### src/rtl/imem_load_sequencer_if.sv
// Program-word stream between the loader (master) and imem_load_sequencer (slave).
// DATA_W must match the DATA_W of the sequencer it is connected to.
interface imem_load_sequencer_if #(
    parameter int DATA_W = 32
);
    logic              WrValid;
    logic [DATA_W-1:0] WrData;
    logic              WrReady;

    modport master (output WrValid, output WrData, input WrReady);
    modport slave  (input WrValid, input WrData, output WrReady);
endinterface

### src/rtl/imem_load_sequencer.sv
// Instruction-memory load sequencer: loads a program over a valid/ready stream,
// pads the rest of the 16-word memory with NOP_WORD, then releases the core and
// serves range-checked PC fetches.
// Optional feature macro: IMM_PATCH_EN adds port Input[15:0], whose value replaces
// the low 16 bits of the word written to address 0.
//
// state | meaning
// ------+------------------------------------------------------------
// IDLE  | waiting for Start, core held
// LOAD  | accepting program words, writing at cnt
// FILL  | writing NOP_WORD to the unloaded tail
// RUN   | core released, memory port serves PcAddr
module imem_load_sequencer #(
    parameter int                ADDR_W   = 4,
    parameter int                DATA_W   = 32,
    parameter logic [DATA_W-1:0] NOP_WORD = '0
) (
    input  logic                  Clk,
    input  logic                  Reset,
    input  logic                  Start,
    input  logic [ADDR_W:0]       WrCount,
    imem_load_sequencer_if.slave  wr,
    input  logic [31:0]           PcAddr,
    output logic                  MemWe,
    output logic [ADDR_W-1:0]     MemAddr,
    output logic [DATA_W-1:0]     MemWData,
    input  logic [DATA_W-1:0]     MemRData,
    output logic [DATA_W-1:0]     InstrOut,
    output logic                  CpuRun,
    output logic                  Busy,
    output logic                  AddrErr
`ifdef IMM_PATCH_EN
    ,
    input  logic [15:0]           Input
`endif
);

    localparam int              DEPTH   = 2 ** ADDR_W;
    localparam logic [ADDR_W:0] DEPTH_C = (ADDR_W + 1)'(DEPTH);
    localparam logic [ADDR_W:0] LAST_C  = (ADDR_W + 1)'(DEPTH - 1);
    localparam logic [ADDR_W:0] ONE_C   = (ADDR_W + 1)'(1);

    typedef enum logic [1:0] {
        S_IDLE = 2'd0,
        S_LOAD = 2'd1,
        S_FILL = 2'd2,
        S_RUN  = 2'd3
    } state_t;

    state_t            state, state_nxt;
    logic [ADDR_W:0]   cnt, cnt_nxt;
    logic [ADDR_W:0]   len, len_nxt;
    logic              addr_err_nxt;
    logic              start_acc;
    logic              pc_oob;
    logic [DATA_W-1:0] load_data;

    // State, counters and the sticky fetch error register.
    always_ff @(posedge Clk) begin
        if (Reset) begin
            state   <= S_IDLE;
            cnt     <= '0;
            len     <= '0;
            AddrErr <= 1'b0;
        end else begin
            state   <= state_nxt;
            cnt     <= cnt_nxt;
            len     <= len_nxt;
            AddrErr <= addr_err_nxt;
        end
    end

    // Word written during LOAD; optionally patch the first word's immediate field.
    always_comb begin
        load_data = wr.WrData;
`ifdef IMM_PATCH_EN
        if (cnt == '0) begin
            load_data = {wr.WrData[DATA_W-1:16], Input};
        end
`endif
    end

    // Next-state logic and state-decoded outputs.
    always_comb begin
        state_nxt    = state;
        cnt_nxt      = cnt;
        len_nxt      = len;
        addr_err_nxt = AddrErr;
        start_acc    = 1'b0;
        wr.WrReady   = 1'b0;
        MemWe        = 1'b0;
        MemAddr      = '0;
        MemWData     = NOP_WORD;
        InstrOut     = NOP_WORD;
        CpuRun       = 1'b0;
        Busy         = 1'b0;
        pc_oob       = (PcAddr >= 32'(DEPTH));

        case (state)
            S_IDLE: begin
                start_acc = Start;
            end
            S_LOAD: begin
                Busy       = 1'b1;
                wr.WrReady = 1'b1;
                MemAddr    = cnt[ADDR_W-1:0];
                if (wr.WrValid) begin
                    MemWe    = 1'b1;
                    MemWData = load_data;
                    cnt_nxt  = cnt + ONE_C;
                    if (cnt == len - ONE_C) begin
                        state_nxt = (len < DEPTH_C) ? S_FILL : S_RUN;
                    end
                end
            end
            S_FILL: begin
                Busy    = 1'b1;
                MemWe   = 1'b1;
                MemAddr = cnt[ADDR_W-1:0];
                cnt_nxt = cnt + ONE_C;
                if (cnt == LAST_C) begin
                    state_nxt = S_RUN;
                end
            end
            S_RUN: begin
                CpuRun  = 1'b1;
                MemAddr = PcAddr[ADDR_W-1:0];
                if (pc_oob) begin
                    addr_err_nxt = 1'b1;
                end else begin
                    InstrOut = MemRData;
                end
                start_acc = Start;
            end
            default: begin
                state_nxt = S_IDLE;
            end
        endcase

        // A new load clears the old fetch error even if this cycle's fetch was out of range.
        if (start_acc) begin
            len_nxt      = (WrCount > DEPTH_C) ? DEPTH_C : WrCount;
            cnt_nxt      = '0;
            addr_err_nxt = 1'b0;
            state_nxt    = (WrCount != '0) ? S_LOAD : S_FILL;
        end
    end

endmodule

### src/flat_wrapper.sv
// flat-port wrapper written by rule: the top's interface ports become plain ports
module imem_load_sequencer_flat 
#(
    parameter int                ADDR_W   = 4,
    parameter int                DATA_W   = 32,
    parameter logic [DATA_W-1:0] NOP_WORD = '0
)
  (Clk, Reset, Start, WrCount, PcAddr, MemWe, MemAddr, MemWData, MemRData, InstrOut, CpuRun, Busy, AddrErr, wr_WrValid, wr_WrData, wr_WrReady);
  imem_load_sequencer_if #(.DATA_W(DATA_W)) wr_i ();
  input  logic Clk;
  input  logic Reset;
  input  logic Start;
  input  logic [ADDR_W:0] WrCount;
  input  logic [31:0] PcAddr;
  output logic MemWe;
  output logic [ADDR_W-1:0] MemAddr;
  output logic [DATA_W-1:0] MemWData;
  input  logic [DATA_W-1:0] MemRData;
  output logic [DATA_W-1:0] InstrOut;
  output logic CpuRun;
  output logic Busy;
  output logic AddrErr;
  input wire logic [$bits(wr_i.WrValid)-1:0] wr_WrValid;
  input wire logic [$bits(wr_i.WrData)-1:0] wr_WrData;
  output wire logic [$bits(wr_i.WrReady)-1:0] wr_WrReady;
  assign wr_i.WrValid = wr_WrValid;
  assign wr_i.WrData = wr_WrData;
  assign wr_WrReady = wr_i.WrReady;
  imem_load_sequencer #(.ADDR_W(ADDR_W), .DATA_W(DATA_W), .NOP_WORD(NOP_WORD)) u_core (.Clk(Clk), .Reset(Reset), .Start(Start), .WrCount(WrCount), .wr(wr_i), .PcAddr(PcAddr), .MemWe(MemWe), .MemAddr(MemAddr), .MemWData(MemWData), .MemRData(MemRData), .InstrOut(InstrOut), .CpuRun(CpuRun), .Busy(Busy), .AddrErr(AddrErr));
endmodule
### config.mk
export PLATFORM = sky130hd
export DESIGN_NAME = imem_load_sequencer_flat
export DESIGN_NICKNAME = d
export VERILOG_FILES = /design/src/rtl/imem_load_sequencer_if.sv /design/src/rtl/imem_load_sequencer.sv /design/src/flat_wrapper.sv
export SDC_FILE = /design/constraint.sdc
export NUM_CORES = 1
export LEC_CHECK = 0
export CAP_MARGIN = 30
export CORE_UTILIZATION = 26
export CTS_BUF_LIST = sky130_fd_sc_hd__clkbuf_16
export CTS_CLUSTER_SIZE = 16
export DETAILED_ROUTE_END_ITERATION = 16
export MAX_ROUTING_LAYER = met4
export PLACE_DENSITY = 0.8
export SYNTH_ARGS = -nofsm -noshare
export SYNTH_HDL_FRONTEND = slang
export SYNTH_SLANG_ARGS = --single-unit
### constraint.sdc
create_clock -name Clk -period 2.6 [get_ports Clk]
set_clock_uncertainty 0.15 [all_clocks]
set_input_delay 0.39 -clock Clk [delete_from_list [all_inputs] [get_ports Clk]]
set_output_delay 0.39 -clock Clk [all_outputs]
set_load 0.01 [all_outputs]
==> results by stage <==
Outcome:
- The run finished, with violations left.
- The checks that failed: negative setup slack.

Timing:
- Headroom to the max-slew limit came out at 0.691.
- The worst hold slack is 0.309 ns.
- The final count of hold timing violations is 0.
- Setup violations remaining at the end of the flow were counted as 2.
- The setup TNS after final layout is -0.0912 ns.
- The final-report max-slew violation count is 0.
- Based on the critical path, the design can be clocked at up to 0.374 GHz.
- For the pin with the worst max-slew slack, the measured transition is 0.464 ns.
- The final critical-path required period is 2.68 ns.
- Setup repair after global routing could not meet its margin everywhere.
- The part of the cycle the worst path needs is 1.03.
- The least setup slack across all paths after layout is -0.0761 ns.

Final layout:
- The share of final-layout standard cells stronger than drive strength 1 is 0.175.
- The filler cells instantiated in the layout total 443.
- The finished cells cover 0.00336 sq mm.
- The final standard cell utilization of the core is 0.650.
- At the end of the flow, the number of nets in the layout was 484.
- The finished layout holds 441 standard cells, fillers aside.
- The repair_antennas step left the layout with diodes totalling 0.
- The layout-stage area growth over the synthesis result is 138%.

Hold path:
- The startpoint identified for the worst hold timing path is u_core.AddrErr$_SDFFE_PP0P_.
- The worst hold-check path type is reg -> reg.

Routing:
- After detailed routing, the average wire length per cell comes to 16.3 microns.
- After detailed routing, the number of remaining DRC violations is 0.
- The number of DRC markers after the initial detailed-route iteration is 57.
- Summed over all layers, the routed wires come to 7210 microns.
- The number of optimization iterations in the first detailed-route pass is 4.
- The via-per-instance ratio is 4.78.
- The count of nets left with antenna violations after detail routing is 0.
- The total vias in the final route is 2107.

Global routing:
- The number of global-route vias before repair is 1817.
- The total global routing track utilization is 0.208.
- The total congestion overflow after global routing is 0.
- The initial antenna violation count is 0.
- The first-pass GRT wire length is 8780 microns.
- Entering global routing, the biggest net connects 34 pins.

Worst setup path:
- The required time reported for the critical path endpoint is 2.06 ns.
- The worst setup path is captured at an output port.
- In this run the critical register-to-register path is launched from u_core.state[1]$_SDFFE_PP0P_.
- Of all nets on the critical path, the largest fanout is 16.
- The library cell contributing the largest single delay on the critical path is clkdlybuf4s50_1.
- In this design, the largest share of critical-path delay is due to buffers and inverters.
- The worst setup path startpoint is PcAddr[6].
- The largest single stage delay on the critical path is 0.42 ns.
- The worst setup path category is in -> out.
- Walking the worst path, the cells encountered are clkdlybuf4s50_1 -> nor4_2 -> nand3_1 -> nor2_4 -> buf_4 -> buf_12 -> and3_1 -> clkdlybuf4s15_1.
- At the worst endpoint, the arrival time is 2.14 ns.
- The kind of start point of the critical path is an input port.
- The number of buffers and inverters on the critical path is 4.

Floorplan:
- The number of top-level pins is 178.
- The floorplan step defined a die boundary enclosing 0.00574 sq mm.
- The core outline area is 0.00517 sq mm.
- The chip height is 75.8 microns.
- The floorplan step set the die width to 75.8 microns.
- The floorplan has 26 rows.
- The starting density of the core is 0.274.

Yosys:
- The proportion of synthesized flip-flops having asynchronous set or reset is 0.
- In the synthesized netlist, the number of instances is 193.
- Of the total synthesized cell area, the portion taken by AND, OR, NAND and NOR gates is 0.471.
- The combinational family with the most area after synthesis is simple AND/OR/NAND/NOR gates.
- The post-synthesis instance area is 0.00142 sq mm.
- Of the post-synthesis cell area, the dominant cell type holds 0.279.
- By area the synthesized netlist is led by and3_1 28%, dfxtp_1 18%, ha_1 6.2%, nor2_1 5.3%, clkbuf_1 2.9%.
- The count of distinct cell types in the synthesized netlist is 38.
- The share of the Yosys chip area taken by registers is 0.184.
- The most numerous cell in the Yosys netlist is and3_1.
- The post-synthesis net count is 305.
- The post-synthesis share of cell area spent on full adders, half adders and majority gates is 0.0619.
- During synthesis, Yosys emitted a total of 0 warnings.
- Of the total synthesized cell area, the portion taken by XOR and XNOR cells is 0.0548.
- After synthesis, the mean cell area works out to 7.33 sq um.
- The cell type with the highest aggregate area in the netlist is and3_1.
- The synthesized design contains 13 register bits.
- The synthesized-area fraction occupied by ao, oa, aoi and oai cells came to 0.130.
- Counting flops with a built-in enable in the synthesized netlist gives 0.
- Of the post-synthesis cell area, the part taken by muxes is 0.0141.
- Among all flip-flop cells after synthesis, the most frequent one is dfxtp_1.
- Counting instances in the post-synthesis netlist gives the leading cell types as 63 x and3_1, 20 x nor2_1, 13 x dfxtp_1.

Clock tree:
- For this design, the sink count on the clock tree is 13.
- Clock-pin slew was measured on the worst setup and hold paths at 0.05 ns.
- The number of hold buffers added after cts is 0.
- The cell sitting at the root of the clock tree is a clkbuf_16.
- Clock latency on the worst-skew pair, taken at its later pin, is 0.24 ns.
- TritonCTS built the clock tree.
- The number of buffers added by the clock tree synthesis step is 3.
- The maximum clock path buffer count is 2.
- The H-tree depth is 1.

Power and ir drop:
- The highest ir drop seen on vdd is 0.248 mV.
- The total power consumption of the routed design is 1.40 mW.
- The power density over cell area is 417 mW/mm^2.
- The cell leakage power is 1.72 nW.

Placed design:
- The count of buffers inserted at the top-level ports is 177.
- The placed cell area is 0.00324 sq mm.
- The half-perimeter wire length after placement is 5430 microns.
- Routability-driven placement finished with a final weighted congestion of 0.866.
- Once placement completed, the tool counted placed cells totaling 429.
- Before CTS, the worst setup slack after placement is -0.305 ns.

Run:
- The max-cap check violation count is 0.
[routing by layer]
layer,global-route usage,up-vias,share of wire
met1,0.224,976,0.39
met2,0.398,71,0.55
met3,0.0238,6,0.051
li1,-,1054,-
met4,0.0576,0,0.011
met5,-,-,0
[what timing repair did]
item                                    in CTS  in global routing
hold endpoints to repair                     0                  0
buffers inserted                             2                  5
endpoints found under the setup margin      32                 62
resized for setup                           33                102
pin swaps                                    2                  1
cloned                                       0                  1
[state kept, by name, summed over array words and instances (netlist names)]
register and flops:
u_core.state 2, u_core.len 5, u_core.AddrErr 1, u_core.cnt 5
[cells in the final DEF, fill, tap and decap left out, drive strengths merged, types with 4 or more instances in the layout]
cell / Yosys / final
dlymetal6s2s: 0 / 22
nor2: 21 / 21
nor3b: 4 / 4
nand2b: 4 / 4
nor4: 7 / 7
clkbuf: 11 / 35
a22oi: 4 / 4
buf: 6 / 13
nand2: 4 / 4
a21oi: 8 / 8
ha: 7 / 7
dfxtp: 13 / 13
xor2: 5 / 5
and3: 65 / 65
inv: 7 / 8
clkdlybuf4s50: 0 / 123
[worst min-delay path, cell delays in order (launching register included)]
cell and delay (ns):
dfxtp_1 0.31, inv_1 0.05, a21oi_1 0.05
[report_power, final]
| part | leakage [nW] | internal (mW) | switching [mW] | total [mW] |
|---|---|---|---|---|
| combinational | 1.57 | 0.449 | 0.379 | 0.828 |
| sequential | 0.106 | 0.236 | 0.0478 | 0.284 |
| clock | 0.0423 | 0.203 | 0.0868 | 0.290 |
[path summary, 6_finish.rpt]
path                            slack [ns]  cells past startpoint                      endpoint
worst min register to register        0.31                      2   u_core.AddrErr$_SDFFE_PP0P_
worst max-delay path                 -0.08                      8                  InstrOut[10]
worst min-delay path                  0.31                      2   u_core.AddrErr$_SDFFE_PP0P_
worst max register to register        0.45                      6  u_core.state[0]$_SDFFE_PP0P_
[kinds of logic (layout without fill, tap and decap cells)]
family,count (synthesis),count (layout)
flip-flops,13,13
buffers and inverters,24,202
adder cells (fa/ha/maj),7,7
XOR/XNOR,8,8
AO/OA/AOI/OAI,25,25
AND/OR/NAND/NOR,114,114
multiplexers,2,2
[final cells by class]
type,count,area [sq um],area share
Sequential cell,13,260,0.0774
Clock inverter,1,3.75,0.00112
Clock buffer,3,75.1,0.0223
Multi-Input combinational cell,156,1090,0.323
Inverter,7,26.3,0.00781
Tap cell,70,87.6,0.0260
Timing Repair Buffer,191,1830,0.543
Power figures use the tool's default switching activity.
